<file path="src/rtl/eth_hdr_parser_pkg.sv">
// Shared types and header layout constants for the Ethernet/IPv4/L4 header parser.
package eth_hdr_parser_pkg;

    localparam int IDX_W = 11;

    typedef enum logic [2:0] {
        IDLE,
        ETH,
        IPV4,
        L4,
        WAIT_END
    } state_t;

    localparam logic [15:0] ETHERTYPE_IPV4 = 16'h0800;
    localparam logic [7:0]  IP_PROTO_TCP   = 8'd6;
    localparam logic [7:0]  IP_PROTO_UDP   = 8'd17;
    localparam logic [3:0]  IP_VERSION_4   = 4'd4;

    // Absolute frame offsets (preamble/SFD already stripped).
    localparam logic [IDX_W-1:0] OFF_SRC_MAC  = 11'd6;
    localparam logic [IDX_W-1:0] OFF_ETH_TYPE = 11'd12;
    localparam logic [IDX_W-1:0] OFF_IP       = 11'd14;
    localparam int               IP_MIN_HDR   = 20;
    localparam logic [3:0]       IHL_MIN      = 4'(IP_MIN_HDR / 4);

    // IPv4 field offsets, absolute.
    localparam logic [IDX_W-1:0] OFF_IP_PROTO = OFF_IP + 11'd9;
    localparam logic [IDX_W-1:0] OFF_IP_SRC   = OFF_IP + 11'd12;
    localparam logic [IDX_W-1:0] OFF_IP_DST   = OFF_IP + 11'd16;

    typedef struct packed {
        logic [47:0] dst_mac;
        logic [47:0] src_mac;
        logic [15:0] eth_type;
        logic        is_ipv4;
        logic [7:0]  ip_proto;
        logic [31:0] ip_src;
        logic [31:0] ip_dst;
        logic [15:0] l4_src;
        logic [15:0] l4_dst;
        logic        has_l4;
    } hdr_fields_t;

    function automatic logic is_l4_proto(input logic [7:0] proto);
        return (proto == IP_PROTO_TCP) || (proto == IP_PROTO_UDP);
    endfunction

endpackage

</file>
<file path="src/rtl/eth_hdr_parser_capture.sv">
// Big-endian byte shift register that loads while the byte index lies in [start, start+W/8).
module hdr_shift_capture
    import eth_hdr_parser_pkg::*;
#(
    parameter int W = 8
) (
    input  logic             clk,
    input  logic             reset,
    input  logic             clr,
    input  logic             en,
    input  logic [IDX_W-1:0] idx,
    input  logic [IDX_W-1:0] start,
    input  logic [7:0]       data,
    output logic [W-1:0]     q
);

    localparam int LEN = W / 8;

    logic [IDX_W:0] pos, lo, hi;
    logic           hit;
    logic [W-1:0]   base;

    // One extra bit so start+LEN cannot wrap near the top of the index range.
    assign pos  = {1'b0, idx};
    assign lo   = {1'b0, start};
    assign hi   = lo + (IDX_W + 1)'(LEN);
    assign hit  = en && (pos >= lo) && (pos < hi);
    assign base = clr ? '0 : q;

    // NOTE: sequential state uses non-blocking assignments so every flop samples pre-edge values.
    always_ff @(posedge clk or negedge reset) begin
        if (!reset) begin
            q <= '0;
        end else if (hit) begin
            q <= W'({base, data});
        end else if (clr) begin
            q <= '0;
        end
    end

endmodule

</file>
<file path="src/rtl/eth_hdr_parser.sv">
// Streaming Ethernet header parser: extracts MACs, EtherType, IPv4 addresses/protocol and L4 ports.
module eth_hdr_parser
    import eth_hdr_parser_pkg::*;
#(
    parameter int MAX_BYTES = 2047
) (
    input  logic        clk,
    input  logic        reset,
    input  logic        BeginPacket,
    input  logic        dataPacketReady,
    input  logic [7:0]  oPacketData,
    input  logic        oEndPacket,
    output logic        hdr_valid,
    output logic        hdr_err,
    output logic [47:0] dst_mac,
    output logic [47:0] src_mac,
    output logic [15:0] eth_type,
    output logic        is_ipv4,
    output logic [7:0]  ip_proto,
    output logic [31:0] ip_src,
    output logic [31:0] ip_dst,
    output logic [15:0] l4_src,
    output logic [15:0] l4_dst,
    output logic        has_l4
);

    localparam logic [IDX_W-1:0] MAX_IDX = IDX_W'(MAX_BYTES);

    state_t           state, state_n;
    logic [IDX_W-1:0] idx, idx_n, cur;
    logic             acc, valid_n, err_n;
    logic             en_eth, en_ip, en_l4;
    logic [IDX_W-1:0] hdr_end, l4_start, l4_last;

    logic [47:0] dst_sh, src_sh;
    logic [15:0] et_sh, l4s_sh, l4d_sh;
    logic [7:0]  vi_sh, proto_sh;
    logic [31:0] ips_sh, ipd_sh;
    logic [15:0] et_word;

    hdr_fields_t shadow, held, fields_out;

    assign acc = dataPacketReady;
    // Index of the byte presented this cycle; BeginPacket marks byte 0.
    assign cur = BeginPacket ? '0 : idx;

    assign en_eth = acc && (BeginPacket || state == ETH);
    assign en_ip  = acc && !BeginPacket && state == IPV4;
    assign en_l4  = acc && !BeginPacket && state == L4;

    assign hdr_end  = OFF_IP - 11'd1 + IDX_W'({vi_sh[3:0], 2'b00});
    assign l4_start = hdr_end + 11'd1;
    assign l4_last  = hdr_end + 11'd4;
    assign et_word  = {et_sh[7:0], oPacketData};

    hdr_shift_capture #(.W(48)) u_dst (.clk(clk), .reset(reset), .clr(BeginPacket), .en(en_eth),
        .idx(cur), .start(11'd0), .data(oPacketData), .q(dst_sh));
    hdr_shift_capture #(.W(48)) u_src (.clk(clk), .reset(reset), .clr(BeginPacket), .en(en_eth),
        .idx(cur), .start(OFF_SRC_MAC), .data(oPacketData), .q(src_sh));
    hdr_shift_capture #(.W(16)) u_et (.clk(clk), .reset(reset), .clr(BeginPacket), .en(en_eth),
        .idx(cur), .start(OFF_ETH_TYPE), .data(oPacketData), .q(et_sh));
    hdr_shift_capture #(.W(8)) u_vi (.clk(clk), .reset(reset), .clr(BeginPacket), .en(en_ip),
        .idx(cur), .start(OFF_IP), .data(oPacketData), .q(vi_sh));
    hdr_shift_capture #(.W(8)) u_proto (.clk(clk), .reset(reset), .clr(BeginPacket), .en(en_ip),
        .idx(cur), .start(OFF_IP_PROTO), .data(oPacketData), .q(proto_sh));
    hdr_shift_capture #(.W(32)) u_ips (.clk(clk), .reset(reset), .clr(BeginPacket), .en(en_ip),
        .idx(cur), .start(OFF_IP_SRC), .data(oPacketData), .q(ips_sh));
    hdr_shift_capture #(.W(32)) u_ipd (.clk(clk), .reset(reset), .clr(BeginPacket), .en(en_ip),
        .idx(cur), .start(OFF_IP_DST), .data(oPacketData), .q(ipd_sh));
    hdr_shift_capture #(.W(16)) u_l4s (.clk(clk), .reset(reset), .clr(BeginPacket), .en(en_l4),
        .idx(cur), .start(l4_start), .data(oPacketData), .q(l4s_sh));
    hdr_shift_capture #(.W(16)) u_l4d (.clk(clk), .reset(reset), .clr(BeginPacket), .en(en_l4),
        .idx(cur), .start(l4_start + 11'd2), .data(oPacketData), .q(l4d_sh));

    assign shadow = '{
        dst_mac:  dst_sh,
        src_mac:  src_sh,
        eth_type: et_sh,
        is_ipv4:  (et_sh == ETHERTYPE_IPV4) && (vi_sh[7:4] == IP_VERSION_4),
        ip_proto: proto_sh,
        ip_src:   ips_sh,
        ip_dst:   ipd_sh,
        l4_src:   l4s_sh,
        l4_dst:   l4d_sh,
        has_l4:   (et_sh == ETHERTYPE_IPV4) && (vi_sh[7:4] == IP_VERSION_4) && is_l4_proto(proto_sh)
    };

    // NOTE: every signal driven here gets a default first, so no path can infer a latch.
    always_comb begin
        state_n = state;
        valid_n = 1'b0;
        err_n   = 1'b0;
        idx_n   = idx;

        if (BeginPacket) begin
            idx_n = acc ? IDX_W'(1) : '0;
        end else if (acc && idx != MAX_IDX) begin
            idx_n = idx + 11'd1;
        end

        if (BeginPacket) begin
            // A restart silently drops whatever frame was in flight; oEndPacket is ignored.
            if (acc || state != IDLE) state_n = ETH;
        end else begin
            case (state)
                ETH: begin
                    if (acc && cur == OFF_ETH_TYPE + 11'd1) begin
                        if (et_word != ETHERTYPE_IPV4) begin
                            valid_n = 1'b1;
                            state_n = oEndPacket ? IDLE : WAIT_END;
                        end else if (oEndPacket) begin
                            err_n   = 1'b1;
                            state_n = IDLE;
                        end else begin
                            state_n = IPV4;
                        end
                    end else if (oEndPacket) begin
                        err_n   = 1'b1;
                        state_n = IDLE;
                    end
                end
                IPV4: begin
                    if (acc && cur == OFF_IP &&
                        (oPacketData[7:4] != IP_VERSION_4 || oPacketData[3:0] < IHL_MIN)) begin
                        err_n   = 1'b1;
                        state_n = oEndPacket ? IDLE : WAIT_END;
                    end else if (acc && cur == hdr_end) begin
                        if (!is_l4_proto(proto_sh)) begin
                            valid_n = 1'b1;
                            state_n = oEndPacket ? IDLE : WAIT_END;
                        end else if (oEndPacket) begin
                            err_n   = 1'b1;
                            state_n = IDLE;
                        end else begin
                            state_n = L4;
                        end
                    end else if (oEndPacket) begin
                        err_n   = 1'b1;
                        state_n = IDLE;
                    end
                end
                L4: begin
                    if (acc && cur == l4_last) begin
                        valid_n = 1'b1;
                        state_n = oEndPacket ? IDLE : WAIT_END;
                    end else if (oEndPacket) begin
                        err_n   = 1'b1;
                        state_n = IDLE;
                    end
                end
                WAIT_END: begin
                    if (oEndPacket) state_n = IDLE;
                end
                default: ;
            endcase
        end
    end

    always_ff @(posedge clk or negedge reset) begin
        if (!reset) begin
            state     <= IDLE;
            idx       <= '0;
            hdr_valid <= 1'b0;
            hdr_err   <= 1'b0;
            held      <= '0;
        end else begin
            state     <= state_n;
            idx       <= idx_n;
            hdr_valid <= valid_n;
            hdr_err   <= err_n;
            if (hdr_valid) held <= shadow;
        end
    end

    // Shadows are complete and stable during the hdr_valid cycle; afterwards the held copy is shown.
    assign fields_out = hdr_valid ? shadow : held;

    assign dst_mac  = fields_out.dst_mac;
    assign src_mac  = fields_out.src_mac;
    assign eth_type = fields_out.eth_type;
    assign is_ipv4  = fields_out.is_ipv4;
    assign ip_proto = fields_out.ip_proto;
    assign ip_src   = fields_out.ip_src;
    assign ip_dst   = fields_out.ip_dst;
    assign l4_src   = fields_out.l4_src;
    assign l4_dst   = fields_out.l4_dst;
    assign has_l4   = fields_out.has_l4;

endmodule

</file>
<file path="config.mk">
export PLATFORM = sky130hd
export DESIGN_NAME = eth_hdr_parser
export DESIGN_NICKNAME = d
export VERILOG_FILES = /design/src/rtl/eth_hdr_parser_pkg.sv /design/src/rtl/eth_hdr_parser_capture.sv /design/src/rtl/eth_hdr_parser.sv
export SDC_FILE = /design/constraint.sdc
export NUM_CORES = 1
export LEC_CHECK = 0
export BUFFER_PORTS_ARGS = -buffer_cell sky130_fd_sc_hd__buf_2
export CAP_MARGIN = 0
export CORE_ASPECT_RATIO = 0.75
export CORE_MARGIN = 4
export CORE_UTILIZATION = 39
export DETAILED_ROUTE_END_ITERATION = 8
export PLACE_DENSITY = 0.63
export SLEW_MARGIN = 30
export SYNTH_ARGS = -nofsm -noshare
export SYNTH_HDL_FRONTEND = slang
export SYNTH_SLANG_ARGS = --single-unit
</file>
<file path="constraint.sdc">
create_clock -name clk -period 6 [get_ports clk]
set_input_delay 0.3 -clock clk [delete_from_list [all_inputs] [get_ports clk]]
set_output_delay 0.3 -clock clk [all_outputs]
set_load 0.05 [all_outputs]
</file>
==> flow_summary_export.csv <==
group,metric,value,unit
worst_setup_path,critPathKind,"reg2reg",
synth,synth_edf_count,0,
drt,vias,12331,
global_routing,antenna_found_initial,1,
flow_run,drv_cap,0,
synth,yosys.area.top_type_share,60.9,%
floorplan,rows,69,
synth,synth-seq-cells,458,
worst_setup_path,cp_max_fo,24,
clocking,cts.sinks,458,
sta,period_share,61.1,%
worst_setup_path,cpPeakStageDelay,0.46,ns
clocking,path_clk_slew,0.06,ns
clocking,cts_buffers,47,
floorplan,core_area,47600,um2
sta,rsz0062_at_grt,"no",
cells_and_area,stdcell_count,2457,
synth,syn_avg_cell_area,11.8,um2
floorplan,io_pins,233,
placement,port_buffers,232,
floorplan,die_x,262,um
global_routing,grt_pass1_wl,72400,um
worst_setup_path,worstPathRequired,6.43,ns
drt,wl_per_cell,18.3,um
synth,yosysTopAreaCell,"dfrtp_1",
cells_and_area,n_antenna_cell,0,
placement,gp_congestion,0.824,
global_routing,grt_max_degree,187,
sta,period_needed,3.67,ns
sta,hold_viol,0,
clocking,root_buffer,"clkbuf_16",
sta,setup_tns,0,ns
synth,yosysMostFrequentCell,"dfrtp_1",
sta,fin_skew,0.0182,ns
floorplan,fp.dieArea,51900,um2
clocking,clk_latency,0.58,ns
power,p_per_area,286,nW/um2
synth,ys_async_sr_fraction,100,%
synth,syn_inst,1591,
outcome,status,"finished, final reports clean",
placement,dpl.hpwl,28300,um
global_routing,grt_pass1_vias,12624,
min_path,hold_path.class,"in2reg",
global_routing,grtUsageTotal,17.4,%
synth,synth_seq_area_share,60.9,%
sta,fmax,273,MHz
cells_and_area,drive_gt1_share,30.7,%
synth,netlist_area,18800,um2
worst_setup_path,setup.worst_path.start_class,"flop",
drt,drt_iter0_drc,902,
placement,dpl.cell_count,2367,
power,finalPower,6.37,mW
synth,synth.area.top_cells,"dfrtp_1 (61%), mux2_2 (13%), nand2_1 (5.3%)",
clocking,cts.path.max_buffers,3,
power,power_leakage,10.9,nW
synth,ys_types,57,
drt,viasPerCell,5.02,
worst_setup_path,path_cells,"inv_1 > ha_1 > xnor2_1 > inv_1 > nor3_1 > xnor2_1 > ha_1 > a21oi_1 > nor2_1 > or4_4 > a2111oi_4 > buf_4 > mux2i_1 > nor2_1",
synth,ys.flop_type,"dfrtp_1",
drt,wl,45000,um
clocking,tritoncts,"built",
clocking,cts.htree.levels,2,
cells_and_area,fin_nets,1806,
floorplan,die_h,198,um
worst_setup_path,crit_slowest_cell,"or4_4",
synth,synth-warning-count,0,
synth,synth_common_cells,"dfrtp_1 (458), nand2_1 (264), mux2_2 (216), nor2_1 (98), a21oi_1 (95)",
drt,drtPass1Iterations,6,
drt,drcViolationCount,0,
clocking,cts-resized-gates,0,
worst_setup_path,cp.arrival,4.10,ns
synth,syn-num-nets,1617,
drt,ant_nets,0,
cells_and_area,area_delta_synth_final,18.4,%
sta,setup_viol,0,
worst_setup_path,end_kind,"flop",
sta,slew_headroom,37.3,%
sta,drv_slew,0,
floorplan,start_util,39.6,%
sta,worst_pin_slew,0.940,ns
global_routing,grt.overflow.total,0,
power,peakVddDrop,205,uV
cell families after synthesis:
| group | count (synthesis) | synth area share [%] |
|---|---|---|
| AO/OA/AOI/OAI | 185 | 5.51 |
| XOR/XNOR | 14 | 0.724 |
| adder cells (fa/ha/maj) | 13 | 0.864 |
| buffers and inverters | 118 | 2.49 |
| flip-flops | 458 | 60.9 |
| multiplexers | 289 | 16.8 |
| other | 1 | 0.0199 |
| AND/OR/NAND/NOR | 513 | 12.7 |
worst paths after layout:
path	endpoint	start	slack, ns	cells past startpoint
hold / removal	idx[1]	dataPacketReady	0.1	3
hold reg to reg	held[164]	held[164]	0.49	1
setup / recovery	u_l4s.q[15]	u_vi.q[0]	2.33	14
setup reg to reg	u_l4s.q[15]	u_vi.q[0]	2.33	14
min in group asynchronous	held[49]	reset	0.29	2
max in group asynchronous	hdr_valid	reset	4.29	4
worst max-delay path, delay by kind of cell (launching register included):
family | cells | cell delay (ns)
multiplexers | 1 | 0.23
adder cells (fa/ha/maj) | 2 | 0.53
flip-flops | 1 | 0.44
AND/OR/NAND/NOR | 4 | 0.83
buffers and inverters | 3 | 0.56
AO/OA/AOI/OAI | 2 | 0.48
XOR/XNOR | 2 | 0.44
routing by layer:
layer | vias to the layer above | wire length, um | GRT usage, %
met1 | 6206 | 20700 | 24.6
li1 | 5780 | - | -
met4 | 2 | 1120 | 5.16
met2 | 263 | 20800 | 27.2
met5 | - | 20 | 0
met3 | 80 | 2350 | 3.68
per-stage QoR:
stage	setup WS (ns)	area, um2	hold slack (ns)	utilization [%]
floorplan	2.70	18800	0.00441	-
global placement	2.58	20500	0.320	43.2
detailed placement	2.38	20600	0.322	43.3
CTS	2.36	22200	0.0646	46.7
global route	2.10	22300	0.112	46.9
finish	2.33	22300	0.0969	46.9
layout by cell type, fill, tap and decap left out, types with 3 or more instances in the layout:
cell type / n
nor4bb_1: 3
xnor2_1: 6
dfrtp_1: 457
inv_1: 10
nor4b_1: 3
nor2_1: 98
nor4_1: 5
nand3_1: 5
buf_4: 7
clkbuf_16: 48
nand2b_1: 60
clkbuf_1: 10
ha_1: 13
buf_2: 230
and4_1: 4
mux2i_1: 73
buf_16: 3
clkinv_2: 8
clkbuf_8: 12
nor3_1: 7
o21ai_0: 60
o31ai_1: 3
nand4_1: 8
xor2_1: 7
a21oi_1: 94
buf_12: 3
and3_1: 5
mux2_2: 216
nand3b_1: 17
nor2b_1: 13
bufinv_16: 5
nand2_1: 264
power by group:
group          internal, mW  total (mW)  switching (mW)
sequential             3.10        3.12          0.0167
clock                  1.84        3.06            1.22
combinational        0.0411       0.190           0.149
cell type report:
class,instances,area [um2]
Fill cell,4280,25300
Clock buffer,70,1400
Timing Repair Buffer,248,1410
Sequential cell,458,11500
Clock inverter,17,230
Inverter,10,37.5
Tap cell,639,800
Multi-Input combinational cell,1015,6950
flip-flops by register name (all words and copies together) (netlist names):
name / flops
u_dst.q: 48
idx: 11
u_et.q: 16
u_src.q: 48
u_l4d.q: 16
hdr_err: 1
hdr_valid: 1
u_ips.q: 32
u_vi.q: 8
state: 3
u_l4s.q: 16
held: 218
u_proto.q: 8
u_ipd.q: 32
timing repair:
item / CTS / global route
endpoints found under the hold margin: 73 / 0
buffers inserted: 0 / 0
hold buffers: 1 / 0
Power figures use the tool's default switching activity.
